[src/rtl/decade_counter_pkg.sv]
// Shared constants, direction type and next-count function for BCD decade stages.
package decade_counter_pkg;

    localparam int CNT_W   = 4;
    localparam int BCD_MAX = 9;

    typedef enum logic {
        DOWN = 1'b0,
        UP   = 1'b1
    } count_dir_t;

    // Load wins over counting; out-of-range load values are forced to zero.
    function automatic logic [CNT_W-1:0] next_count(
        input logic [CNT_W-1:0] cnt,
        input logic [CNT_W-1:0] data_in,
        input logic             load,
        input logic             counter_on,
        input count_dir_t       dir,
        input logic [CNT_W-1:0] max_c
    );
        logic [CNT_W-1:0] nxt;
        nxt = cnt;
        if (load == 1'b1) begin
            nxt = (data_in > max_c) ? '0 : data_in;
        end else if (counter_on == 1'b1) begin
            if (dir == UP) begin
                nxt = (cnt == max_c) ? '0 : cnt + 1'b1;
            end else begin
                nxt = (cnt == '0) ? max_c : cnt - 1'b1;
            end
        end
        return nxt;
    endfunction

endpackage

[src/rtl/decade_counter_if.sv]
// Control/status bundle of one decade stage; the counter is the slave side.
interface decade_counter_if;
    import decade_counter_pkg::*;

    // Controls are level-sampled at each rising clk edge; TC and count are
    // valid every cycle with no handshake (TC is combinational on controls).
    logic             load;
    logic [CNT_W-1:0] data_in;
    logic             counter_on;
    logic             count_up;
    logic             TC;
    logic [CNT_W-1:0] count;

    modport master (
        output load, data_in, counter_on, count_up,
        input  TC, count
    );

    modport slave (
        input  load, data_in, counter_on, count_up,
        output TC, count
    );

endinterface

[src/rtl/decade_counter.sv]
// One BCD decade: mod-(MAX_COUNT+1) up/down counter with load and terminal count.
module decade_counter
    import decade_counter_pkg::*;
#(
    parameter int MAX_COUNT = BCD_MAX
) (
    input  logic             clk,
    input  logic             reset,
    decade_counter_if.slave  bus
);

    localparam logic [CNT_W-1:0] MAX_C = CNT_W'(MAX_COUNT);

    logic [CNT_W-1:0] count_q;
    logic [CNT_W-1:0] count_d;
    count_dir_t       dir;

    assign dir = count_dir_t'(bus.count_up);

    always_comb begin
        count_d = next_count(count_q, bus.data_in, bus.load, bus.counter_on, dir, MAX_C);
    end

    always_ff @(posedge clk or negedge reset) begin
        if (!reset) begin
            count_q <= '0;
        end else begin
            count_q <= count_d;
        end
    end

    // High exactly in the cycle whose next edge wraps the count.
    assign bus.TC = bus.counter_on & ~bus.load &
                    ((bus.count_up & (count_q == MAX_C)) |
                     (~bus.count_up & (count_q == '0)));

    assign bus.count = count_q;

endmodule

[src/flat_wrapper.sv]
// flat-port wrapper written by rule: the top's interface ports become plain ports
module decade_counter_flat import decade_counter_pkg::*;
#(
    parameter int MAX_COUNT = BCD_MAX
)
  (clk, reset, bus_load, bus_data_in, bus_counter_on, bus_count_up, bus_TC, bus_count);
  decade_counter_if bus_i ();
  input  logic clk;
  input  logic reset;
  input wire logic [$bits(bus_i.load)-1:0] bus_load;
  input wire logic [$bits(bus_i.data_in)-1:0] bus_data_in;
  input wire logic [$bits(bus_i.counter_on)-1:0] bus_counter_on;
  input wire logic [$bits(bus_i.count_up)-1:0] bus_count_up;
  output wire logic [$bits(bus_i.TC)-1:0] bus_TC;
  output wire logic [$bits(bus_i.count)-1:0] bus_count;
  assign bus_i.load = bus_load;
  assign bus_i.data_in = bus_data_in;
  assign bus_i.counter_on = bus_counter_on;
  assign bus_i.count_up = bus_count_up;
  assign bus_TC = bus_i.TC;
  assign bus_count = bus_i.count;
  decade_counter #(.MAX_COUNT(MAX_COUNT)) u_core (.clk(clk), .reset(reset), .bus(bus_i));
endmodule
[config.mk]
export PLATFORM = sky130hd
export DESIGN_NAME = decade_counter_flat
export DESIGN_NICKNAME = d
export VERILOG_FILES = /design/src/rtl/decade_counter_pkg.sv /design/src/rtl/decade_counter_if.sv /design/src/rtl/decade_counter.sv /design/src/flat_wrapper.sv
export SDC_FILE = /design/constraint.sdc
export NUM_CORES = 1
export LEC_CHECK = 0
export ABC_AREA = 1
export CAP_MARGIN = 20
export CORE_AREA = 10 10 47 49
export DETAILED_ROUTE_END_ITERATION = 6
export DIE_AREA = 0 0 57 59
export GPL_TIMING_DRIVEN = 0
export PLACE_DENSITY = 0.56
export REMOVE_ABC_BUFFERS = 1
export SYNTH_ARGS = -nofsm -noshare
export SYNTH_HDL_FRONTEND = slang
export SYNTH_SLANG_ARGS = --single-unit
[constraint.sdc]
create_clock -name clk -period 2.2 [get_ports clk]
set_input_delay 0.22 -clock clk [delete_from_list [all_inputs] [get_ports clk]]
set_output_delay 0.22 -clock clk [all_outputs]
set_load 0.02 [all_outputs]
==> results.txt <==
----------------------------------------------------
[Clocking]
  Root cell of the clock tree ... clkbuf_4
  H-tree lvl count ... 1
  Clock latency on the worst-skew pair ... 0.23 ns
  Clock-pin slew reported for the worst setup and hold paths after clock tree synthesis ... roughly 0.040 ns
  Clk sinks ... 4
  CTS Hold Bufs ... 0
  TritonCTS clock tree ... done
  Maximum root-to-sink buffer count ... 2
  Number of buffers inserted during clock tree synthesis ... 3
  Setup fix buffers added after clock tree synthesis ... 0
  Post-cts sizing count ... 0

[Placement]
  RD Place Congestion ... between 0.7 and 0.8
  Placed Instances ... between 80 and 90
  Pre-CTS setup slack ... roughly 0.013 ns
  Input/output buffers ... 13
  DPL Wire Length ... approximately 840 um
  Placed instance area ... between 500 and 600 um^2

[Global routing]
  Maximum number of pins on one net before global-route repair ... 9
  GRT Total Usage ... under 10%
  Wire length of the first global-routing pass ... roughly 1.7 mm
  Met3 routing resource usage after global routing ... 3.22%
  Leftover overflow at the end of global routing ... 0
  Peak-usage layer in the global routing report ... met2
  Global routing usage on met1 ... approximately 6.6%
  Met2 Usage GRT ... 9.61%
  Antenna violations before repair ... 0
  Vias in the first global route ... between 400 and 500

[Critical path]
  Element type at the critical path start ... primary input
  Biggest cell delay along the critical path ... between 0.5 and 0.6 ns
  Crit path arrival time ... 1.54 ns
  Slack of the worst reg-to-reg path ... between 0.9 and 1 ns
  Crit path buffers/inverters ... 3
  Largest fanout on the critical path ... 8
  Kind of capture point of the worst setup path ... output pin
  Required time reported for the critical path endpoint ... a little under 2 ns
  CP Cell Sequence ... clkdlybuf4s50_1 -> nor2_1 -> inv_1 -> a211oi_1 -> dlymetal6s2s_1
  Top cell family by delay on the critical path ... buffers and inverters
  Crit Path Class ... primary input to output pin
  Max stage delay cell, worst path ... clkdlybuf4s50_1

[Floorplanning]
  DIE AREA ... around 3400 um^2
  Height of the die ... roughly 59 um
  # rows ... 14
  IO Pins ... 14
  Placeable core region ... 1400 um^2
  Horizontal die dimension ... 57 um
  Effective utilization at floorplan ... a little over a quarter

[Finish]
  Share of layout cells above drive strength 1 ... a little over an eighth
  Util after Layout ... around 39%
  Flip-flop count of the largest register after layout ... 4
  Diodes inserted ... 0
  Filler-free cell count of the finished design ... a little over 90
  Post-layout net count ... 86
  Area growth from synthesis to layout ... 44.9%
  Cell area after layout ... approximately 550 um^2

[Drt]
  Average vias per placed instance ... around 4.7
  Via total after detailed routing ... around 430
  Wirelength, routed ... 1.00 mm
  First drt pass iteration count ... 4
  First-iteration detailed-routing DRC count ... 10
  Number of nets with antenna violations after detailed routing ... 0
  DR DRC count ... 0
  Routed length per instance ... roughly 11 um

[Synthesis]
  Mean area per synthesized cell ... roughly 6.4 um^2
  Number of warnings printed during yosys synthesis ... 0
  Number of different library cells in the post-synthesis netlist ... 21
  Number of standard cells after synthesis ... 60
  Mapped Area ... around 380 um^2
  Sequential area share after synthesis ... 26.2%
  Count of state elements after synthesis ... 4

[STA]
  Post-route worst hold slack ... ~0.19 ns
  Fin. Hold Viols ... 0
  Max-slew headroom at the worst pin ... between 70% and 80%
  Final Skew ... around 0.0034 ns
  Final min period ... approximately 1.8 ns
  Setup_tns ... 0 ns
  Final cycle utilization of the critical path ... between 70% and 80%
  Pins over their slew limit ... 0
  Transition time of the tightest slew-check pin ... approximately 0.33 ns
  Top achievable clock speed ... 0.569 GHz
  Final count of negative-setup-slack endpoints ... 0
  Worst Setup Slack, final ... approximately 0.44 ns
  Unrepaired setup endpoints after global routing ... no

[Pwr]
  Static leakage ... 0.269 nW
  Sw Pwr ... about 0.12 mW
  Proportion of power drawn by flip-flops and latches ... about 33%
  Max VDD drop ... 0.000279 V
  Total power consumption of the routed design ... about 0.33 mW
  Clk pwr share ... 26.5%
  Combinational fraction of design power ... 40.8%
  Switching share of power ... 36.1%
  Cell area power density ... ~590 nW/um^2
  Internal power ... approximately 0.21 mW

[Worst hold path]
  Min-Delay Path Class ... primary input to async pin

[Status]
  Status ... finished, final reports clean

[Flow run]
  Max-cap violations ... 0

----------------------------------------------------
[Yosys cell counts (all sizes together)]
cell type	count	share of area, %
a211oi	1	2.0
dfrtp	4	26
clkinv	1	0.98
nand2	20	22
nand4	1	1.6
inv	7	6.9
a21oi	2	3.6
nor2	7	9.5
a31oi	1	1.6
nand3	7	9.2
clkbuf	1	0.98
o211ai	3	5.9
bufinv	1	4.6
nor3	1	1.3
o21ai	3	3.9
[cell type report]
cell class | count | area (um^2)
fill | 163 | 848
multi-input combinational | 46 | 230
timing repair buffer | 13 | 133
sequential | 4 | 100
inverter | 9 | 47.5
clock buffer | 3 | 22.5
tap | 16 | 20.0
[routing by layer]
metal	routed length (um)	share of wire [%]
met1	475	47
met2	417	42
met3	108	11
met4	0	0
met5	0	0
[worst paths after layout]
kind | from | end | depth (start not counted)
max | bus_load | bus_TC | 5
min | reset | u_core.bus.count[2] | 1
max reg2reg | u_core.bus.count[1] | u_core.bus.count[3] | 7
min reg2reg | u_core.bus.count[2] | u_core.bus.count[2] | 2
max in group asynchronous | reset | u_core.bus.count[0] | 1
min in group clk | bus_data_in[2] | u_core.bus.count[2] | 3
[layout by cell type (no fill, tap or decap)]
master,n
clkbuf_4,3
a211oi_1,1
nand2_1,19
nor2_1,5
a21oi_1,1
clkinv_1,1
a21oi_2,1
clkdlybuf4s50_1,12
nand4_1,1
inv_1,5
dlymetal6s2s_1,1
a31oi_1,1
o21ai_0,1
nor2_2,1
nor2_4,1
nand2_4,1
nor3_1,1
o21ai_1,2
o211ai_1,3
dfrtp_1,4
inv_2,2
bufinv_8,1
nand3_1,7
[kinds of logic (layout without fill, tap and decap cells)]
group / after synthesis / in the layout / share of synthesized area (%)
AND/OR/NAND/NOR: 36 / 36 / 43.3
AO/OA/AOI/OAI: 10 / 10 / 17.0
buffers and inverters: 10 / 25 / 13.4
flip-flops: 4 / 4 / 26.2
[power groups by stage]
stage	combinational, mW	clock, mW	sequential [mW]
final	0.133	0.0864	0.107
after global routing	0.150	0.0934	0.109
after CTS	0.135	0.0907	0.107
after detailed placement	0.134	0	0.108
after global placement	0.134	0	0.108
after floorplan	0.0705	0	0.115
(Power assumes the default switching activity.)
